### src/rtl/store_id.sv
// Enrollment controller: collects a 4-digit ID, scans the
// external ID table for a duplicate, then appends it.
module store_id #(
  parameter int MAX_USERS = 32
) (
  input  logic        Clk,
  input  logic        Reset,
  input  logic [3:0]  InputSwitches,
  input  logic        EnterPswd,
  input  logic        Enroll,
  input  logic        Cancel,
  output logic [4:0]  RdAddr,
  input  logic [15:0] RdData,
  output logic        WrEn,
  output logic [4:0]  WrAddr,
  output logic [15:0] WrData,
  output logic        Busy,
  output logic        Done,
  output logic        DupErr,
  output logic        Full,
  output logic [4:0]  SlotID,
  output logic [5:0]  UserCount
);

  localparam logic [3:0] IDLE   = 4'd0;
  localparam logic [3:0] DIG0   = 4'd1;
  localparam logic [3:0] DIG1   = 4'd2;
  localparam logic [3:0] DIG2   = 4'd3;
  localparam logic [3:0] DIG3   = 4'd4;
  localparam logic [3:0] SEARCH = 4'd5;
  localparam logic [3:0] CMP    = 4'd6;
  localparam logic [3:0] WRITE  = 4'd7;
  localparam logic [3:0] DONE   = 4'd8;
  localparam logic [3:0] ERR    = 4'd9;

  logic [3:0]  state;
  logic [3:0]  d0, d1, d2, d3;
  logic [4:0]  idx;
  logic [15:0] pid;
  logic        last;

  assign pid  = {d0, d1, d2, d3};
  assign last = ({1'b0, idx} == UserCount - 6'd1);
  assign Full = (UserCount == 6'(MAX_USERS));

  // Table ports and status flags are pure decodes of state/registers
  assign RdAddr = idx;
  assign WrEn   = (state == WRITE);
  assign WrAddr = UserCount[4:0];
  assign WrData = pid;
  assign Busy   = (state != IDLE);
  assign Done   = (state == DONE);
  assign DupErr = (state == ERR);

  always_ff @(posedge Clk or posedge Reset) begin
    if (Reset) begin
      state     <= IDLE;
      d0        <= '0;
      d1        <= '0;
      d2        <= '0;
      d3        <= '0;
      idx       <= '0;
      SlotID    <= '0;
      UserCount <= '0;
    end else begin
      unique case (state)
        IDLE: begin
          if (Enroll && !Full)
            state <= DIG0;
        end
        DIG0, DIG1, DIG2, DIG3: begin
          if (Cancel) begin
            state <= IDLE;
            d0    <= '0;
            d1    <= '0;
            d2    <= '0;
            d3    <= '0;
          end else if (EnterPswd) begin
            unique case (state)
              DIG0:    d0 <= InputSwitches;
              DIG1:    d1 <= InputSwitches;
              DIG2:    d2 <= InputSwitches;
              default: d3 <= InputSwitches;
            endcase
            idx <= '0;
            if (state != DIG3)
              state <= state + 4'd1;
            else if (UserCount == 6'd0)
              state <= WRITE;
            else
              state <= SEARCH;
          end
        end
        SEARCH: state <= CMP;
        CMP: begin
          if (RdData == pid) begin
            state <= ERR;
          end else if (last) begin
            state <= WRITE;
          end else begin
            idx   <= idx + 5'd1;
            state <= SEARCH;
          end
        end
        WRITE: state <= DONE;
        DONE: begin
          SlotID <= UserCount[4:0];
          if (UserCount < 6'(MAX_USERS))
            UserCount <= UserCount + 6'd1;
          state <= IDLE;
        end
        ERR:     state <= IDLE;
        default: state <= IDLE;
      endcase
    end
  end

endmodule
### config.mk
export PLATFORM = sky130hd
export DESIGN_NAME = store_id
export DESIGN_NICKNAME = d
export VERILOG_FILES = /design/src/rtl/store_id.sv
export SDC_FILE = /design/constraint.sdc
export NUM_CORES = 1
export LEC_CHECK = 0
export BUFFER_PORTS_ARGS = -buffer_cell sky130_fd_sc_hd__clkbuf_2
export CORE_MARGIN = 2
export CORE_UTILIZATION = 45
export CTS_BUF_LIST = sky130_fd_sc_hd__clkbuf_8 sky130_fd_sc_hd__clkbuf_16
export CTS_CLUSTER_SIZE = 28
export DETAILED_ROUTE_END_ITERATION = 10
export GPL_TIMING_DRIVEN = 0
export PLACE_DENSITY = 0.74
export RECOVER_POWER = 50
export SLEW_MARGIN = 15
export SYNTH_ARGS = -nofsm -noshare
export SYNTH_HDL_FRONTEND = slang
export SYNTH_SLANG_ARGS = --single-unit
### constraint.sdc
create_clock -name Clk -period 2.4 [get_ports Clk]
set_input_delay 0.12 -clock Clk [delete_from_list [all_inputs] [get_ports Clk]]
set_output_delay 0.12 -clock Clk [all_outputs]
set_load 0.05 [all_outputs]
# Yosys cells after proc, flatten, opt, wreduce, memory -nomap -nowiden
# Index checks and enable logic that the tools add are counted.
[classes]
add_sub_neg = 4
n_lt_le_gt_ge = 1
n_eq_ne = 20
muxes = 25
n_reduce_logical = 19
[op_table]
columns = ["operator", "count"]
rows = [
  ["$mux W4", 17],
  ["$mux W5", 4],
  ["$pmux W4 S5", 1],
  ["$eq A16 B16 Y1", 1],
  ["$eq A4 B3 Y1 const B", 4],
  ["$reduce_and A3 Y1", 4],
  ["$ne A2 B2 Y1 const B", 5],
  ["$pmux W5 S2", 1],
  ["$reduce_bool A2 Y1", 5],
  ["$eq A4 B2 Y1 const B", 2],
  ["$eq A4 B4 Y1 const B", 2],
  ["$add A6 B1 Y6 const B", 1],
  ["$eq A5 B6 Y1", 1],
  ["$eq A6 B6 Y1 const B", 1],
  ["$logic_not A6 Y1", 1],
  ["$lt A6 B6 Y1 const B", 1],
  ["$sub A6 B1 Y6 const B", 1],
  ["$add A5 B1 Y5 const B", 1],
  ["$reduce_and A5 Y1", 1],
  ["$add A4 B1 Y4 const B", 1],
  ["$eq A4 B1 Y1 const B", 1],
  ["$logic_not A4 Y1", 1],
  ["$mux W2", 2],
  ["$ne A4 B3 Y1 const B", 1],
  ["other kinds (8)", 9],
]
[totals]
regBits = 36
input_bits = 25
out_inout_bits = 42
word_cells = 77

# Longest topological paths before layout
[depth]
word_depth = 6
depth_mapped = 8
depth_no_buf = 8

# Worst setup path after synthesis
# No wires, ideal clock.
[synth_timing]
path_kind = "reg2reg"
startpoint = "register UserCount[0]"
endpoint = "register state[1]"
setup_ns = 0.130
arrival_time_ns = 2.372
required_ns = 2.270
path_slack_ns = -0.103
stages_incl_launch_ff = 9
path_buffers = 0
period_less_slack_ns = 2.503
path_cell_list = "dfrtp_1 -> inv_1 -> ha_1 -> nor4b_1 -> and2_1 -> nor2b_1 -> o21ai_0 -> a211o_1 -> o21ai_0"
[synth_between]
elab_cells_between_ends = 15
cone_classes = "add/sub (1); eq/ne (3); mux (7); reduce/logical (4)"
[synth_rtl]
columns = ["item", "line", "rtl"]
rows = [
  ["start, declared", "22", "output logic [5:0] UserCount"],
  ["start signal, assigned", "109", "UserCount <= UserCount + 6'd1;"],
  ["$eq A6 B6 Y1", "44", "assign Full = (UserCount == 6'(MAX_USERS));"],
  ["named net Full", "20", "output logic Full,"],
  ["$logic_not A1 Y1", "68", "if (Enroll && !Full)"],
  ["$logic_and A1 B1 Y1", "68", ""],
  ["$ne A2 B2 Y1 (no line)", "n/a", ""],
  ["$reduce_and A2 Y1 (no line)", "n/a", ""],
  ["end signal, assigned", "87", "state <= state + 4'd1;"],
  ["end, declared", "36", "logic [3:0] state;"],
]
# The timed path passes the listed nets, and every way through them passes these cells. The select of a mux whose other input is x is not followed.
# A chain may end at the register's enable or synchronous reset.

# Worst setup path after layout
[layout_timing]
startpoint = "register state[0]"
endpoint = "register d3[2]"
[layout_between]
elab_chain_cells = 4
elab_cells_between_ends = 8
cone_classes = "eq/ne (5); reduce/logical (3)"
[layout_lines]
columns = ["item", "line", "rtl"]
rows = [
  ["$eq A4 B1 Y1 / $eq A4 B2 Y1 (equally long branches)", "66, 79", ""],
  ["$reduce_or A3 Y1 (no line)", "n/a", ""],
  ["$ne A2 B1 Y1 (no line)", "n/a", ""],
  ["$reduce_and A3 Y1 (no line) (*)", "n/a", ""],
  ["end signal, assigned", "83", "default: d3 <= InputSwitches;"],
  ["end, declared", "37", "logic [3:0] d0, d1, d2, d3;"],
]
# Every way passes the cells marked *; elsewhere a longest branch is shown, timed or not.

==> results.json <==
{
  "mostFrequentLayoutCells": "clkbuf_2 (41), dfrtp_1 (35), clkbuf_1 (30)",
  "rsz0062_at_grt": "false",
  "finalCriticalPeriod_ns": 2.20,
  "stdcell_area_um2": 2770,
  "yosys_warnings": 0,
  "seq_area_um2": 902,
  "p_total_uw": 2740,
  "synth_fp_nets": 255,
  "final_common_cell": "clkbuf_2",
  "hold_path.class": "input port to flip-flop",
  "slew_headroom_pct": 8.56,
  "p_clk_share_pct": 18.8,
  "switching_share_pct": 45.3,
  "multi_input_area_um2": 1250,
  "grt_pass1_wl_um": 7790,
  "drive_gt1_share_pct": 30.0,
  "p_seq_share_pct": 31.3,
  "gp_congestion": 0.846,
  "syn_area_per_cell_um2": 10.0,
  "core_um2": 4750,
  "ys_ff_latch": 36,
  "die_area_um2": 5540,
  "first_pass_iters": 5,
  "hpwl_um": 3760,
  "layout.nets": 329,
  "grt_pass1_vias": 1668,
  "clock_path_buffers": 2,
  "final.setup.tns_ns": 0,
  "drc": 0,
  "crit_fanout": 5,
  "p_per_area_nw_per_um2": 990,
  "num_rows": 25,
  "timing.fmax_mhz": 454,
  "cts_tree": "done",
  "ios": 67,
  "ys.flop_type": "dfrtp_1",
  "required_ns": 2.57,
  "setup_violations": 0,
  "cts_max_level": 2,
  "final_core_util_pct": 58.2,
  "irDropWorstVdd_uv": 403,
  "io_buffers": 66,
  "fillers": 463,
  "insertion_delay_ns": 0.29,
  "cp.arrival_ns": 2.38,
  "post-route-period-util_pct": 91.8,
  "netlist-cell-type-count": 44,
  "clkSinkCount": 36,
  "drv_cap": 0,
  "die_x_um": 74.4,
  "grt_usage_pct": 18.6,
  "startpoint_type": "flip-flop",
  "overflow": 0,
  "cts-root-buf": "clkbuf_8",
  "synthCells": 222,
  "syn-cell-area_um2": 2230,
  "report.final.slew_viol_count": 0,
  "wl_per_cell_um": 13.7,
  "initial_core_util_pct": 46.9,
  "synth_edf_count": 0,
  "hold_violations": 0,
  "placed_area_um2": 2650,
  "drt_wl_total_um": 4990,
  "p_int_uw": 1500,
  "antenna_found_initial": 0,
  "grt_max_degree": 37,
  "area_growth_pct": 24.1,
  "dr.first_iter.drc_count": 103,
  "end_kind": "flip-flop",
  "p_sw_uw": 1240,
  "cts_made_buffers": 5,
  "async_flop_share_pct": 100,
  "tightestPinTransition_ns": 1.37,
  "viasPerCell": 5.20,
  "fin_skew_ns": 0.00788,
  "fp.dieH_um": 74.4,
  "vias": 1891,
  "timing.hold.ws_ns": 0.262,
  "clk_pin_slew_ns": 0.07,
  "comb_power_share_pct": 50.0,
  "ys_seq_area_share_pct": 40.4,
  "antenna_cells": 0,
  "leakagePower_uw": 0.00129,
  "postCtsSetupRepairBufs": 0,
  "critical_path_class": "flip-flop to flip-flop",
  "status": "completed",
  "ant_nets": 0
}
-- stage by stage --
step	cells	worst slack (ns)
2_1_floorplan	222	0.0347
3_3_place_gp	355	-0.0259
3_5_place_dp	355	0.00269
4_1_cts	364	0.0238
5_1_grt	364	0.00495
6_report	364	0.196
-- worst paths after layout --
check | start | to | slack (ns) | cells past startpoint
max in group asynchronous | Reset | UserCount[0]$_DFFE_PP0P_ | 0.75 | 3
worst min register to register | SlotID[3]$_DFFE_PP0P_ | SlotID[3]$_DFFE_PP0P_ | 0.51 | 1
worst max register to register | state[0]$_DFFE_PP0P_ | d3[2]$_DFFE_PP0P_ | 0.20 | 6
worst min-delay path | Cancel | state[0]$_DFFE_PP0P_ | 0.26 | 4
min in group asynchronous | Reset | SlotID[3]$_DFFE_PP0P_ | 0.76 | 3
worst max-delay path | state[0]$_DFFE_PP0P_ | d3[2]$_DFFE_PP0P_ | 0.20 | 6
-- synthesized netlist by cell type, drive strengths merged, types with 2 or more instances --
library cell  instances  area [um^2]
xnor2                24          210
nand2                21         78.8
clkbuf                5         20.0
a21oi                 3         15.0
mux2                 19          214
inv                   8         30.0
and3                  4         26.3
nand3b                3         22.5
or3                   3         23.8
and3b                 2         17.5
nor3                  5         36.3
a32oi                 2         17.5
ha                    8          100
buf                   9         63.8
dfrtp                36          901
a31oi                 3         40.0
o211ai                2         15.0
nand4                 8         50.1
and2                  4         25.0
xor2                  3         26.3
nand3                 2         10.0
nor4b                 2         17.5
nor4                  3         18.8
nor2                  9         33.8
o21ai                16         80.1
nor2b                 8         50.1
-- critical path, cell delays in order, from the launching register on --
cell and delay [ns]:
dfrtp_1 0.43, inv_1 0.11, ha_1 0.30, nor3_1 0.11, o31a_1 0.25, o21ai_0 0.50
mux2_2 0.41
-- sequential cells by signal, indices dropped and copies added (netlist names) --
signal,flops
d0,4
d3,4
d2,4
state,4
RdAddr,5
SlotID,5
d1,4
UserCount,6
-- power by group through the flow --
stage / registers (uW) / logic (uW) / clock network (uW)
floorplan: 1230 / 681 / 0
finish: 856 / 1370 / 515
CTS: 857 / 1360 / 528
global route: 877 / 1470 / 557
detailed placement: 869 / 1350 / 0
global placement: 861 / 1330 / 0
-- logic make-up (layout without fill, tap and decap cells) --
logic type | count (synthesis) | after routing | share of synthesized area (%)
muxes | 19 | 19 | 9.59
adders and majority gates | 8 | 8 | 4.49
DFF | 36 | 36 | 40.4
xor gates and xnor gates | 27 | 27 | 10.6
AOI/OAI and AO/OA | 34 | 34 | 10.7
buffers and inverters | 22 | 97 | 5.10
and+or+nand+nor | 76 | 76 | 19.1
-- timing repair --
action,in CTS,in global routing
gates resized for setup,1,7
hold buffers,1,0
endpoints found under the setup margin,1,25
hold endpoints to repair,36,0
-- layout make-up --
type | instances | area share [%]
clock buffer | 5 | 2.49
timing repair buffer | 67 | 11.1
buffer | 14 | 3.03
sequential | 36 | 32.6
inverter | 8 | 1.08
clock inverter | 3 | 1.40
multi-input combinational | 164 | 45.3
tap | 67 | 3.03
-- metal layers --
layer | track usage [%] | part of all wire [%]
met1 | 23.8 | 45
met2 | 31.7 | 47
met3 | 3.52 | 6.8
met4 | 6.55 | 1.2
met5 | 0 | 0
Note: power is estimated with default switching activity, not from simulation.
